### config.mk
export PLATFORM = sky130hd
export DESIGN_NAME = dlx_decode_stage
export DESIGN_NICKNAME = d
export VERILOG_FILES = /design/src/rtl/dlx_pkg.sv /design/src/rtl/dlx_decode_comb.sv /design/src/rtl/dlx_decode_stage.sv
export SDC_FILE = /design/constraint.sdc
export NUM_CORES = 1
export LEC_CHECK = 0
export BUFFER_PORTS_ARGS = -buffer_cell sky130_fd_sc_hd__buf_4
export CORE_ASPECT_RATIO = 0.8
export CORE_MARGIN = 4
export CORE_UTILIZATION = 51
export CTS_CLUSTER_SIZE = 20
export DETAILED_ROUTE_END_ITERATION = 16
export PLACE_DENSITY = 0.81
export SLEW_MARGIN = 0
export SYNTH_ARGS = -nofsm -noshare
export SYNTH_HDL_FRONTEND = slang
export SYNTH_SLANG_ARGS = --single-unit
### constraint.sdc
create_clock -name clk -period 3.7 [get_ports clk]
set_clock_uncertainty 0.2 [all_clocks]
set_input_delay 0.185 -clock clk [delete_from_list [all_inputs] [get_ports clk]]
set_output_delay 0.185 -clock clk [all_outputs]
set_load 0.01 [all_outputs]
### src/rtl/dlx_pkg.sv
// Shared DLX decode definitions: ALU operation codes, opcode/func
// constants, control-flow kinds and the decoded-control bundles passed
// from the combinational decoder to the decode-stage pipeline register.
package dlx_pkg;

    typedef enum logic [3:0] {
        ALU_AND  = 4'b0000,
        ALU_OR   = 4'b0001,
        ALU_ADDU = 4'b0010,
        ALU_ADD  = 4'b0011,
        ALU_SUB  = 4'b0100,
        ALU_SLT  = 4'b0101,
        ALU_SUBU = 4'b0111,
        ALU_SLL  = 4'b1001,
        ALU_XOR  = 4'b1011
    } alu_op_e;

    // Primary opcodes (instr[0:5])
    localparam logic [5:0] OP_SPECIAL = 6'h00;
    localparam logic [5:0] OP_J       = 6'h02;
    localparam logic [5:0] OP_JAL     = 6'h03;
    localparam logic [5:0] OP_BEQZ    = 6'h04;
    localparam logic [5:0] OP_BNEZ    = 6'h05;
    localparam logic [5:0] OP_ADDI    = 6'h08;
    localparam logic [5:0] OP_ADDUI   = 6'h09;
    localparam logic [5:0] OP_SUBI    = 6'h0A;
    localparam logic [5:0] OP_SUBUI   = 6'h0B;
    localparam logic [5:0] OP_ANDI    = 6'h0C;
    localparam logic [5:0] OP_ORI     = 6'h0D;
    localparam logic [5:0] OP_XORI    = 6'h0E;
    localparam logic [5:0] OP_LHI     = 6'h0F;
    localparam logic [5:0] OP_JR      = 6'h12;
    localparam logic [5:0] OP_JALR    = 6'h13;
    localparam logic [5:0] OP_LB      = 6'h20;
    localparam logic [5:0] OP_LW      = 6'h23;
    localparam logic [5:0] OP_LBU     = 6'h24;
    localparam logic [5:0] OP_SB      = 6'h28;
    localparam logic [5:0] OP_SW      = 6'h2B;

    // R-type func codes (instr[26:31])
    localparam logic [5:0] FN_NOP  = 6'h15;
    localparam logic [5:0] FN_SUB  = 6'h18;
    localparam logic [5:0] FN_SUBU = 6'h19;
    localparam logic [5:0] FN_ADD  = 6'h20;
    localparam logic [5:0] FN_ADDU = 6'h21;
    localparam logic [5:0] FN_XOR  = 6'h26;
    localparam logic [5:0] FN_SLT  = 6'h28;

    typedef enum logic [2:0] {
        CF_NONE = 3'd0,
        CF_BEQZ = 3'd1,
        CF_BNEZ = 3'd2,
        CF_JUMP = 3'd3,   // j / jal: pc-relative 26-bit offset
        CF_JREG = 3'd4    // jr / jalr: target from rs1
    } cf_kind_e;

    // Fields that travel to EX through the pipeline register
    typedef struct packed {
        logic       regwr;
        logic [4:0] regdst;
        logic       extop;
        logic       alusrc;
        alu_op_e    aluop;
        logic       memwr;
        logic       memtoreg;
        logic       illegal;
    } ex_bundle_t;

    // Full decoder result: EX bundle plus interlock/redirect information
    typedef struct packed {
        ex_bundle_t ex;
        logic       is_load;
        cf_kind_e   cf;
        logic       uses_rs1;
        logic       uses_rs2;
        logic [4:0] rs1;
        logic [4:0] rs2;
    } dec_ctrl_t;

    // True when the decoded instruction sources register r
    function automatic logic reads_reg(dec_ctrl_t c, logic [4:0] r);
        return (c.uses_rs1 && (c.rs1 == r)) || (c.uses_rs2 && (c.rs2 == r));
    endfunction

endpackage

### src/rtl/dlx_decode_comb.sv
// Purely combinational DLX instruction decoder.
//   instr_i [0:31] : instruction, bit 0 is the MSB
//   ctrl_o         : decoded control (EX bundle, load/control-flow kind,
//                    source-register usage)
//   imm_o          : instr[16:31] sign- or zero-extended to XLEN
module dlx_decode_comb
    import dlx_pkg::*;
#(
    parameter int unsigned XLEN = 32
) (
    input  logic [0:31]     instr_i,
    output dec_ctrl_t       ctrl_o,
    output logic [XLEN-1:0] imm_o
);

    logic [5:0] opcode;
    logic [5:0] func;
    logic [4:0] rd_i;
    logic [4:0] rd_r;
    logic       unused_shamt;

    assign opcode       = instr_i[0:5];
    assign func         = instr_i[26:31];
    assign rd_i         = instr_i[11:15];
    assign rd_r         = instr_i[16:20];
    assign unused_shamt = ^instr_i[21:25];

    always_comb begin
        ctrl_o           = '0;
        ctrl_o.ex.aluop  = ALU_AND;
        ctrl_o.rs1       = instr_i[6:10];
        ctrl_o.rs2       = instr_i[11:15];
        ctrl_o.ex.regdst = rd_i;
        ctrl_o.cf        = CF_NONE;

        unique case (opcode)
            OP_SPECIAL: begin
                ctrl_o.ex.regdst = rd_r;
                ctrl_o.ex.alusrc = 1'b1;
                ctrl_o.ex.regwr  = 1'b1;
                ctrl_o.uses_rs1  = 1'b1;
                ctrl_o.uses_rs2  = 1'b1;
                unique case (func)
                    FN_ADD:  ctrl_o.ex.aluop = ALU_ADD;
                    FN_ADDU: ctrl_o.ex.aluop = ALU_ADDU;
                    FN_SUB:  ctrl_o.ex.aluop = ALU_SUB;
                    FN_SUBU: ctrl_o.ex.aluop = ALU_SUBU;
                    FN_XOR:  ctrl_o.ex.aluop = ALU_XOR;
                    FN_SLT:  ctrl_o.ex.aluop = ALU_SLT;
                    FN_NOP: begin
                        ctrl_o.ex.regwr = 1'b0;
                        ctrl_o.uses_rs1 = 1'b0;
                        ctrl_o.uses_rs2 = 1'b0;
                    end
                    default: ctrl_o.ex.illegal = 1'b1;
                endcase
            end
            OP_ADDI, OP_SUBI: begin
                ctrl_o.ex.aluop = (opcode == OP_ADDI) ? ALU_ADD : ALU_SUB;
                ctrl_o.ex.extop = 1'b1;
                ctrl_o.ex.regwr = 1'b1;
                ctrl_o.uses_rs1 = 1'b1;
            end
            OP_ADDUI, OP_SUBUI: begin
                ctrl_o.ex.aluop = (opcode == OP_ADDUI) ? ALU_ADDU : ALU_SUBU;
                ctrl_o.ex.regwr = 1'b1;
                ctrl_o.uses_rs1 = 1'b1;
            end
            OP_ANDI, OP_ORI, OP_XORI: begin
                ctrl_o.ex.aluop = (opcode == OP_ANDI) ? ALU_AND :
                                  (opcode == OP_ORI)  ? ALU_OR  : ALU_XOR;
                ctrl_o.ex.regwr = 1'b1;
                ctrl_o.uses_rs1 = 1'b1;
            end
            OP_LHI: begin
                // immediate shifted into the upper half; no register source
                ctrl_o.ex.aluop = ALU_SLL;
                ctrl_o.ex.regwr = 1'b1;
            end
            OP_LB, OP_LW, OP_LBU: begin
                ctrl_o.ex.aluop    = ALU_ADD;
                ctrl_o.ex.extop    = 1'b1;
                ctrl_o.ex.regwr    = 1'b1;
                ctrl_o.ex.memtoreg = 1'b1;
                ctrl_o.is_load     = 1'b1;
                ctrl_o.uses_rs1    = 1'b1;
            end
            OP_SB, OP_SW: begin
                // store data register sits in the I-type rd field
                ctrl_o.ex.aluop = ALU_ADD;
                ctrl_o.ex.extop = 1'b1;
                ctrl_o.ex.memwr = 1'b1;
                ctrl_o.uses_rs1 = 1'b1;
                ctrl_o.uses_rs2 = 1'b1;
            end
            OP_BEQZ, OP_BNEZ: begin
                ctrl_o.ex.extop = 1'b1;
                ctrl_o.uses_rs1 = 1'b1;
                ctrl_o.cf       = (opcode == OP_BEQZ) ? CF_BEQZ : CF_BNEZ;
            end
            OP_J: ctrl_o.cf = CF_JUMP;
            OP_JAL: begin
                ctrl_o.cf        = CF_JUMP;
                ctrl_o.ex.regwr  = 1'b1;
                ctrl_o.ex.regdst = 5'd31;
            end
            OP_JR: begin
                ctrl_o.cf       = CF_JREG;
                ctrl_o.uses_rs1 = 1'b1;
            end
            OP_JALR: begin
                ctrl_o.cf        = CF_JREG;
                ctrl_o.uses_rs1  = 1'b1;
                ctrl_o.ex.regwr  = 1'b1;
                ctrl_o.ex.regdst = 5'd31;
            end
            default: ctrl_o.ex.illegal = 1'b1;
        endcase

        // An illegal instruction must have no architectural side effect
        if (ctrl_o.ex.illegal) begin
            ctrl_o.ex.regwr    = 1'b0;
            ctrl_o.ex.memwr    = 1'b0;
            ctrl_o.ex.memtoreg = 1'b0;
            ctrl_o.is_load     = 1'b0;
            ctrl_o.cf          = CF_NONE;
            ctrl_o.uses_rs1    = 1'b0;
            ctrl_o.uses_rs2    = 1'b0;
        end
    end

    assign imm_o = ctrl_o.ex.extop ? {{(XLEN-16){instr_i[16]}}, instr_i[16:31]}
                                   : {{(XLEN-16){1'b0}},        instr_i[16:31]};

endmodule

### src/rtl/dlx_decode_stage.sv
// DLX decode pipeline stage: decodes the instruction at id_instr, registers
// the control bundle toward EX with a valid/ready handshake, inserts
// load-use bubbles and raises a one-cycle redirect for taken control flow.
//   clk, rst_n          : clock, asynchronous active-low reset
//   id_valid/id_ready   : instruction handshake from fetch
//   id_instr, id_pc     : instruction (bit 0 = MSB) and its PC
//   rs1_val             : register-file read of rs1
//   ex_valid/ex_ready   : decoded-bundle handshake toward EX
//   ex_*                : registered decode bundle
//   redirect_valid/_pc  : combinational taken-branch/jump pulse and target
module dlx_decode_stage
    import dlx_pkg::*;
#(
    parameter int unsigned XLEN     = 32,
    parameter int unsigned LOAD_LAT = 1,
    parameter int unsigned PC_W     = 32
) (
    input  logic            clk,
    input  logic            rst_n,
    input  logic            id_valid,
    output logic            id_ready,
    input  logic [0:31]     id_instr,
    input  logic [PC_W-1:0] id_pc,
    input  logic [XLEN-1:0] rs1_val,
    output logic            ex_valid,
    input  logic            ex_ready,
    output logic            ex_regwr,
    output logic [4:0]      ex_regdst,
    output logic            ex_extop,
    output logic            ex_alusrc,
    output logic [3:0]      ex_aluop,
    output logic            ex_memwr,
    output logic            ex_memtoreg,
    output logic [XLEN-1:0] ex_imm,
    output logic            ex_illegal,
    output logic            redirect_valid,
    output logic [PC_W-1:0] redirect_pc
);

    dec_ctrl_t       dec;
    logic [XLEN-1:0] dec_imm;

    dlx_decode_comb #(.XLEN(XLEN)) u_decode_comb (
        .instr_i (id_instr),
        .ctrl_o  (dec),
        .imm_o   (dec_imm)
    );

    logic            ex_valid_q;
    ex_bundle_t      ex_q;
    logic [XLEN-1:0] ex_imm_q;
    logic [1:0]      ldcnt_q, ldcnt_d;
    logic [4:0]      ldrd_q, ldrd_d;
    logic            stall;
    logic            out_load;
    logic            accept;

    // Pending-load counter doubles as the stall counter: it is armed when a
    // load is accepted and ages on every cycle the output register loads
    // (an issue or a bubble), so an instruction that arrives after LOAD_LAT
    // such cycles no longer sees the hazard.
    assign stall    = (ldcnt_q != 2'd0) && reads_reg(dec, ldrd_q);
    assign out_load = !ex_valid_q || ex_ready;
    assign id_ready = rst_n && out_load && !stall;
    assign accept   = id_valid && id_ready;

    always_comb begin
        ldcnt_d = ldcnt_q;
        ldrd_d  = ldrd_q;
        if (accept && dec.is_load && (dec.ex.regdst != 5'd0)) begin
            ldcnt_d = 2'(LOAD_LAT);
            ldrd_d  = dec.ex.regdst;
        end else if (out_load && (ldcnt_q != 2'd0)) begin
            ldcnt_d = ldcnt_q - 2'd1;
        end
    end

    always_ff @(posedge clk or negedge rst_n) begin
        if (!rst_n) begin
            ex_valid_q <= 1'b0;
            ex_q       <= '0;
            ex_imm_q   <= '0;
            ldcnt_q    <= '0;
            ldrd_q     <= '0;
        end else begin
            ldcnt_q <= ldcnt_d;
            ldrd_q  <= ldrd_d;
            if (out_load) begin
                ex_valid_q <= accept;
                if (accept) begin
                    ex_q     <= dec.ex;
                    ex_imm_q <= dec_imm;
                end
            end
        end
    end

    assign ex_valid    = ex_valid_q;
    assign ex_regwr    = ex_q.regwr;
    assign ex_regdst   = ex_q.regdst;
    assign ex_extop    = ex_q.extop;
    assign ex_alusrc   = ex_q.alusrc;
    assign ex_aluop    = ex_q.aluop;
    assign ex_memwr    = ex_q.memwr;
    assign ex_memtoreg = ex_q.memtoreg;
    assign ex_imm      = ex_imm_q;
    assign ex_illegal  = ex_q.illegal;

    // Redirect targets; additions wrap modulo 2^PC_W
    logic [PC_W-1:0] pc_plus4;
    logic [PC_W-1:0] br_off;
    logic [PC_W-1:0] j_off;
    logic            rs1_zero;
    logic            taken;

    assign pc_plus4 = id_pc + PC_W'(4);
    assign br_off   = {{(PC_W-16){id_instr[16]}}, id_instr[16:31]};
    assign j_off    = {{(PC_W-26){id_instr[6]}},  id_instr[6:31]};
    assign rs1_zero = (rs1_val == '0);

    always_comb begin
        taken       = 1'b0;
        redirect_pc = pc_plus4 + br_off;
        unique case (dec.cf)
            CF_BEQZ: taken = rs1_zero;
            CF_BNEZ: taken = !rs1_zero;
            CF_JUMP: begin
                taken       = 1'b1;
                redirect_pc = pc_plus4 + j_off;
            end
            CF_JREG: begin
                taken       = 1'b1;
                redirect_pc = PC_W'(rs1_val);
            end
            default: taken = 1'b0;
        endcase
    end

    assign redirect_valid = accept && taken;

endmodule

# --- Word level (Yosys, flattened, before mapping) ---
# Index checks and enable logic that the tools add are counted.
totals:
  reg_bits: 55
op_classes:
  n_reduce_logical: 37
  eq_ne: 32
  mux: 28
  add_sub_neg: 4
ops:
  columns: ["operator", "n"]
  rows:
  - ["32-bit adder", 2]
  - ["32-bit one-hot mux with 2 select lines", 1]
  - ["6-bit equality test (second input constant)", 9]
  - ["6-bit by 4-bit equality test with 1-bit output (second input constant)", 8]
  - ["4-bit one-hot mux with 6 select lines", 2]
  - ["32-bit by 3-bit adder with 32-bit output (second input constant)", 1]
  - ["32-bit logical NOT", 1]
  - ["32-bit 2-to-1 mux", 1]
  - ["6-bit by 5-bit equality test with 1-bit output (second input constant)", 5]
  - ["19-bit OR reduction", 1]
  - ["16-bit OR reduction", 1]
  - ["2-bit OR reduction", 8]
  - ["13-bit OR reduction", 1]
  - ["6-bit by 2-bit equality test with 1-bit output (second input constant)", 2]
  - ["6-bit by 3-bit equality test with 1-bit output (second input constant)", 2]
  - ["5-bit equality test", 2]
  - ["1-bit logical AND", 10]
  - ["2-bit 2-to-1 mux", 5]
  - ["5-bit one-hot mux with 2 select lines", 1]
  - ["3-bit one-hot mux with 3 select lines", 1]
  - ["9-bit OR reduction", 1]
  - ["4-bit 2-to-1 mux", 2]
  - ["1-bit one-hot mux with 2 select lines", 4]
  - ["1-bit 2-to-1 mux", 7]
  - ["other kinds (16)", 23]

# --- Depth between registers and ports, before layout ---
# Gate-level depths: netlist of run 1.
depth:
  depth_word: 14
  depth_mapped: 16
  ltp_nobuf: 16

# --- By module ---
# From an unflattened synthesis of run 1, not the netlist that was laid out.
unflattened:
  cells_unflattened: 758
  area_unflattened_um2: 6107.1
modules_own_cells:
  columns: ["mod", "area_each_um2", "instances", "cells_each"]
  rows:
  - ["dlx_decode_stage", 5033.6, 1, 594]
  - ["dlx_decode_comb", 1073.5, 1, 164]

# --- Worst setup path after synthesis of run 1 ---
# OpenSTA, ideal clock, no wires.
synth_path:
  path_type: "in2out"
  startpoint: "input id_instr[3] (netlist bit)"
  endpoint: "output redirect_pc[29]"
  stages: 15
  path_slack_ns: 0.301
  n_path_buf: 2
  arrival_time_ns: 3.014
  path_cell_list: "clkbuf_1 > nor2b_1 > and3_1 > nand2b_1 > clkbuf_1 > nand2_1 > ha_1 > a21oi_1 > o21bai_1 > a2111oi_0 > o32ai_1 > nor2_1 > o21ai_0 > xnor2_1 > o21ai_0"
synth_via:
  elab_chain_cells: 6
synth_lines:
  columns: ["element", "line", "source"]
  rows:
  - ["from (decl)", "dlx_decode_stage.sv:22", "input logic [0:31] id_instr,"]
  - ["6-bit by 2-bit equality test with 1-bit output (tied with other cells)", "dlx_decode_comb.sv:36", "unique case (opcode)"]
  - ["19-bit OR reduction (no source line) (tied with other cells)", null, null]
  - ["1-bit one-hot mux with 2 select lines / 3-bit one-hot mux with 3 select lines (equally long branches)", "dlx_decode_comb.sv:36", null]
  - ["6-bit 2-to-1 mux (*)", "dlx_decode_comb.sv:121", "if (ctrl_o.ex.illegal) begin"]
  - ["3-bit equality test / 3-bit by 2-bit equality test with 1-bit output (equally long branches)", "dlx_decode_stage.sv:124", "unique case (dec.cf)"]
  - ["32-bit one-hot mux with 2 select lines (*)", "dlx_decode_stage.sv:124", null]
  - ["to (decl)", "dlx_decode_stage.sv:37", "output logic [PC_W-1:0] redirect_pc"]
# Mark *: on every way between the ends. The rest lies on a longest branch, timed or not.

# --- Worst setup path in the final report of run 1 ---
layout_path:
  startpoint: "input id_pc[2]"
  endpoint: "output redirect_pc[27]"
layout_via:
  elab_chain_cells: 3
layout_lines:
  columns: ["element", "line", "source"]
  rows:
  - ["from (decl)", "dlx_decode_stage.sv:23", "input logic [PC_W-1:0] id_pc,"]
  - ["32-bit by 3-bit adder with 32-bit output (*)", "dlx_decode_stage.sv:116", "assign pc_plus4 = id_pc + PC_W'(4);"]
  - ["32-bit adder, on equally long branches", "dlx_decode_stage.sv:123, dlx_decode_stage.sv:129", null]
  - ["32-bit one-hot mux with 2 select lines (*)", "dlx_decode_stage.sv:124", null]
# Marks and branches as above.

==> run metrics, run 1 <==
clk root buf clkbuf_16; hold slack about 0.016 ns; largest net degree at the start of global routing 43; biggest cell delay along the critical path approximately 0.36 ns; outcome completed; Synth area leaders dfrtp_1 (20%), ha_1 (8.3%), xnor2_1 (6.8%); xor and xnor area share after synthesis 0.123; Boundary Pins 182; Die X-Extent approximately 120 µm; pre-CTS WS -0.323 ns; via count a little under 6000; MaxCap Viol Count 0; WHS Path Cells 2; Hold/Removal Path Class primary input to flip-flop; Sink Count 40; Crit Path Max Fanout 3; Slew headroom 0.420; CTS tree built; reg-to-reg critical path endpoint ex_aluop[2]; Final Hold Vio Count 0; synthesized area about 5000 µm²; post-synthesis mux area share 0.0732; first-pass GRT wire length around 28000 µm; Antenna Nets Post-Route 0; WS Path Type primary input to output pin; Final period util 0.997; Buf+Inv Stages, Crit Path 4; actual slew at the worst max-slew pin 0.871 ns; reg2reg start ldrd_q[4]; most common cell after layout, fill and taps aside buf_4; initial detailed-routing violation count about 480; pwr/cell area 320 nW/µm²; Peak VDD IR 203 µV; Post-Synthesis Cells between 600 and 700; cts bufs inserted 5; most frequent cells in the layout buf_4 (225), nand2_1 (76), a21oi_1 (51); Worst setup SP type primary input; Die H 96.5 µm; Yosys Warn Count 0; top cell type's share of synthesized area 0.200; Crit. Startpoint id_pc[2]; Seq/Total Area, Yosys 0.200; CP endpoint redirect_pc[27]; final setup vio count 0; DR pass1 iterations 5; worst reg2reg setup slack 1.00 ns; placed cell count approximately 950; Synth cell types 57; unrepaired setup endpoints after global routing yes; Initial Util 0.520; P&R area growth vs syn 45.5%; CP arrival around 3.3 ns; Post-synth EDFFs 0; initial antenna violation count 0; Post-DP HPWL roughly 14000 µm; GP Congestion around 0.94; simple-gate portion of the synthesized area 0.241; Skew-Pair Late Insertion Delay roughly 0.28 ns; leakage approximately 3.5 nW; average wire per cell in the routed design approximately 19 µm; grt total ovfl 0; syn_area_per_cell between 7 and 8 µm²; vias in the first global route 5698; Final nets between 1000 and 1500; Total Routing Usage GR 0.298; Via density about 6.0; Tot Pwr 2.32 mW; Routed WL around 18000 µm; filler instances around 710; H-tree depth 2; non-filler cells in the finished layout a little under 1000; final worst slack between 0.01 and 0.015 ns; worst path cell trace buf_4, ha_4, nand4_1, buf_4, nor2_4, and2_4, and3_4, xor2_1, ha_1, a21oi_2, o21bai_2, a2111oi_4, o32ai_2, nor2_2, buf_4, xor2_1, a21oi_1, buf_4; crit-path leading delay family compound AO/OA/AOI/OAI gates; compound-cell area share of the yosys netlist 0.214; fmax 271 MHz; slowest stage cell, crit path a2111oi_4; Synth Register Bits 40; clock buffer depth 2; Max Slew Vio Count 0; min Tclk post-route ~3.7 ns; I/O Buffers approximately 180; core region area 9610 µm²; share of cells above drive strength 1 0.356; predominant post-synthesis flop cell dfrtp_1; cell count of the worst reg-to-reg path 8; CP Depth 18; worst endpoint required time ~3.3 ns; # rows 32; most used cell, CP buf_4; fraction of registers with async set or reset after synthesis 1.00; DRC Markers 0; largest family of logic cells by synthesized area simple AND/OR/NAND/NOR gates; Die Area 11400 µm²; post-synthesis adder-cell area fraction 0.0867; Reg clk slew, reported paths 0.06 ns; cell taking the most area after synthesis dfrtp_1; syn nets slightly below 800; n_diodes 0; Setup crit end kind output pin; Core Util, Final 0.756
state kept, by name (all words and copies together) (netlist names):
register	cells
ex_extop	1
ldrd_q	5
ex_aluop	4
ex_imm	17
ex_memtoreg	1
ex_regdst	5
ex_regwr	1
ex_valid	1
ex_memwr	1
ex_illegal	1
ex_alusrc	1
ldcnt_q	2
synthesized netlist by cell type (2+ instances only):
library cell  number
o32ai_1            2
o21ai_0           48
or3_1              4
mux2i_1            5
inv_1             19
xor2_1            31
nor2_1            51
ha_1              33
buf_6              4
nand3_1           31
dfrtp_1           40
buf_4             15
a41oi_1            2
nor4_1            11
clkbuf_1          20
o21a_1             3
mux2_2            12
o2111ai_1          3
a211oi_1           9
a21oi_1           56
nand4_1            8
nand2_1           78
and2_1             3
o21bai_1           6
nand2b_1          13
mux2_4            12
nor2b_1           10
xnor2_1           39
nor3b_1            2
a21o_1            19
a2111oi_0          3
o31ai_1            2
a21boi_0           3
and3_1            20
a31oi_1            9
nor3_1             7
stage by stage:
stage,TNS (ns),cell area (µm²)
finish,0,7270
global route,-0.928,7270
CTS,0,6870
detailed placement,-1.25,6520
global placement,-0.353,6520
floorplan,0,4990
cell families after synthesis:
| logic type | Yosys count |
|---|---|
| and+or+nand+nor | 246 |
| buffers and inverters | 60 |
| adders and majority gates | 34 |
| DFF | 40 |
| muxes | 29 |
| xor gates and xnor gates | 70 |
| AOI/OAI and AO/OA | 175 |
metal layers:
| layer | vias up | global-route usage | share of wire |
|---|---|---|---|
| met5 | - | 0 | 0 |
| met4 | 0 | 0.0762 | 0.022 |
| met3 | 41 | 0.0751 | 0.092 |
| met2 | 308 | 0.494 | 0.46 |
| met1 | 2779 | 0.392 | 0.42 |
| li1 | 2756 | - | - |
worst register-to-register path, cell delays in order, from the launching register on:
cell       delay (ns)
dfrtp_1          0.44
xnor2_1          0.17
nand3_1          0.12
a2111oi_2        0.34
a31oi_1          0.15
nor4_4           0.37
nor2_4           0.16
buf_4            0.29
mux2_4           0.34
timing repair:
item,4_1_cts,5_1_grt
resized for setup,14,58
endpoints found under the setup margin,9,13
hold endpoints to repair,53,0
hold buffers,14,0
pin swaps,6,32
buffers inserted,1,16
where the power goes:
part	internal, mW	switching (mW)	total [mW]
sequential	0.514	0.0598	0.574
combinational	0.623	0.620	1.24
clock	0.321	0.188	0.509
how the worst min path moves through the flow:
stage	start	slack, ns	to
after detailed placement	rst_n	-0.0002	ex_illegal
final	id_instr[28]	0.02	ex_imm[3]
after global placement	rst_n	-0.01	ex_valid
after global routing	id_instr[28]	0.01	ex_imm[3]
after CTS	id_instr[28]	0.01	ex_imm[3]
after floorplan	rst_n	-0.31	ex_aluop[0]
cell type report:
cell class	instances	area (µm²)	share of cell area
multi-input combinational	554	3950	0.543
timing repair buffer	246	1920	0.265
sequential	40	1000	0.138
tap	119	149	0.0205
clock buffer	5	125	0.0172
inverter	20	75.1	0.0103
clock inverter	3	46.3	0.00637
No activity file was read; power rests on OpenSTA's default activity.
==> inputs of run 2 (changes only) <==
- ABC_CLOCK_PERIOD_IN_PS: not set -> 3000
- CORE_UTILIZATION: 51 -> 46
- PLACE_DENSITY: 0.81 -> 0.77
- clock period: 3.7 -> 3 ns (I/O delays scaled with it)
==> run metrics, run 2 (synthesis results as in run 1) <==
crit-path leading delay family simple AND/OR/NAND/NOR gates; WS Path Type primary input to output pin; CTS tree built; Die H 101 µm; MaxCap Viol Count 0; Routed WL 20500 µm; clk root buf clkbuf_16; Peak VDD IR ~290 µV; WHS Path Cells 3; most common cell after layout, fill and taps aside buf_4; Initial Util 0.480; Psw approximately 1.1 mW; setup TNS -6.47 ns; Largest register FFs 17; Boundary Pins between 150 and 200; largest net degree at the start of global routing between 40 and 50; initial antenna violation count 0; GP Congestion about 0.96; Max Slew Vio Count 0; Tot Pwr about 3.0 mW; grt total ovfl 0; Comb power frac 0.589; biggest cell delay along the critical path 0.33 ns; most frequent cells in the layout buf_4 (315), nand2_1 (73), nor2_1 (45); Reg clk slew, reported paths 0.05 ns; leakage approximately 4.0 nW; clock buffer depth 2; Sink Count 40; clock network power share 0.179; Hold/Removal Path Class primary input to flip-flop; Crit Path Max Fanout 4; Total Routing Usage GR 0.287; DRC Markers 0; worst path cell trace buf_8, ha_4, nand4_1, nor2_1, buf_4, and2_4, buf_4, nand3_1, xnor2_1, ha_1, a21o_1, a21o_1, a21oi_1, o32ai_2, nor2_2, buf_4, xor2_2, a21oi_2, buf_4; core region area roughly 10000 µm²; post-route cell area ~8300 µm²; hold slack between 0.04 and 0.05 ns; n_diodes 0; via count approximately 6400; H-tree depth 2; worst reg2reg setup slack approximately 0.62 ns; DR pass1 iterations 5; CP arrival around 3.1 ns; failing checks setup timing; Die Area between 10000 and 15000 µm²; Die X-Extent approximately 120 µm; reg-to-reg critical path endpoint ldcnt_q[1]; part of the power in registers 0.233; pwr/cell area between 300 and 400 nW/µm²; actual slew at the worst max-slew pin about 0.54 ns; outcome finished, violations left; # rows 33; min Tclk post-route approximately 3.5 ns; Slew headroom 0.643; Via density just under 6; first-pass GRT wire length roughly 30000 µm; Final nets approximately 1100; P&R area growth vs syn 65.5%; pre-CTS WS -0.588 ns; Int Power about 1.9 mW; Final period util 1.16; I/O Buffers between 150 and 200; fmax about 290 MHz; Hold Path End ex_imm[2]; cts bufs inserted 5; Buf+Inv Stages, Crit Path 5; unrepaired setup endpoints after global routing yes; average wire per cell in the routed design between 15 and 20 µm; slowest stage cell, crit path ha_1; Setup crit end kind output pin; initial detailed-routing violation count between 400 and 500; share of cells above drive strength 1 0.467; Hold Crit Start id_instr[29]; final worst slack -0.490 ns; Antenna Nets Post-Route 0; Post-DP HPWL between 10000 and 15000 µm; Skew-Pair Late Insertion Delay between 0.2 and 0.3 ns; final setup vio count 21; worst endpoint required time about 2.7 ns; Final Hold Vio Count 0; reg2reg start ldrd_q[4]; dpl cell area 7320 µm²; switching fraction of total power 0.375; Worst setup SP type primary input; vias in the first global route a little over 6000; cell count of the worst reg-to-reg path 9; most used cell, CP buf_4
-- run 2: cell count changes in the layout (fill, tap and decap cells not counted), moves of 5 or more --
cell / before / now
buf_4: 225 / 315
buf_6: 3 / 10
a21oi_2: 4 / 10
xor2_1: 31 / 26
o21ai_0: 40 / 26
xnor2_1: 37 / 32
a21oi_1: 51 / 41
o21ai_1: 5 / 15
xnor2_2: 1 / 7
-- run 2: power by group through the flow --
stage | Sequential [mW] | Clock [mW] | Combinational [mW]
after global placement | 0.704 | 0 | 1.51
after detailed placement | 0.711 | 0 | 1.54
after CTS | 0.702 | 0.552 | 1.64
final | 0.703 | 0.540 | 1.78
after floorplan | 0.730 | 0 | 0.762
after global routing | 0.716 | 0.574 | 1.90
-- run 2: final cells by class --
type / count / area [µm²]
clock buffer: 6 / 139
clock inverter: 2 / 10.0
fill: 673 / 2140
inverter: 20 / 75.1
multi-input combinational: 554 / 4210
sequential: 40 / 1000
tap: 140 / 175
timing repair buffer: 341 / 2650
-- run 2: how the worst max path moves through the flow --
stage                   from              end  slack, ns  depth (start not counted)
floorplan           id_pc[2]  redirect_pc[29]      -0.08                         14
global placement    id_pc[2]  redirect_pc[27]      -0.44                         18
detailed placement  id_pc[2]  redirect_pc[31]      -0.59                         18
CTS                 id_pc[2]  redirect_pc[27]      -0.42                         18
global route        id_pc[2]  redirect_pc[27]      -0.62                         19
finish              id_pc[2]  redirect_pc[27]      -0.49                         19
-- run 2: per-stage QoR --
| step | instances | utilization |
|---|---|---|
| after global routing | 1103 | 0.794 |
| after detailed placement | 1062 | 0.704 |
| after floorplan | 654 | - |
| after CTS | 1091 | 0.758 |
| final | 1103 | 0.794 |
| after global placement | 1062 | 0.704 |
-- run 2: repair_timing --
| item | in CTS | in global routing |
|---|---|---|
| pin swaps | 42 | 53 |
| setup endpoints to repair | 21 | 24 |
| hold buffers | 14 | 0 |
| setup buffers | 7 | 13 |
| gates resized for setup | 59 | 56 |
| endpoints found under the hold margin | 53 | 0 |
-- run 2: tightest hold or removal path, cell delays in order --
cell and delay, ns:
buf_4 0.09, buf_4 0.13, mux2_4 0.14
-- run 2: metal layers --
metal	wire length [µm]	global-route usage	vias up
met5	0	0	-
met4	738	0.0834	0
met3	1330	0.0422	80
met2	10200	0.511	320
met1	8200	0.367	3055
li1	-	-	2936
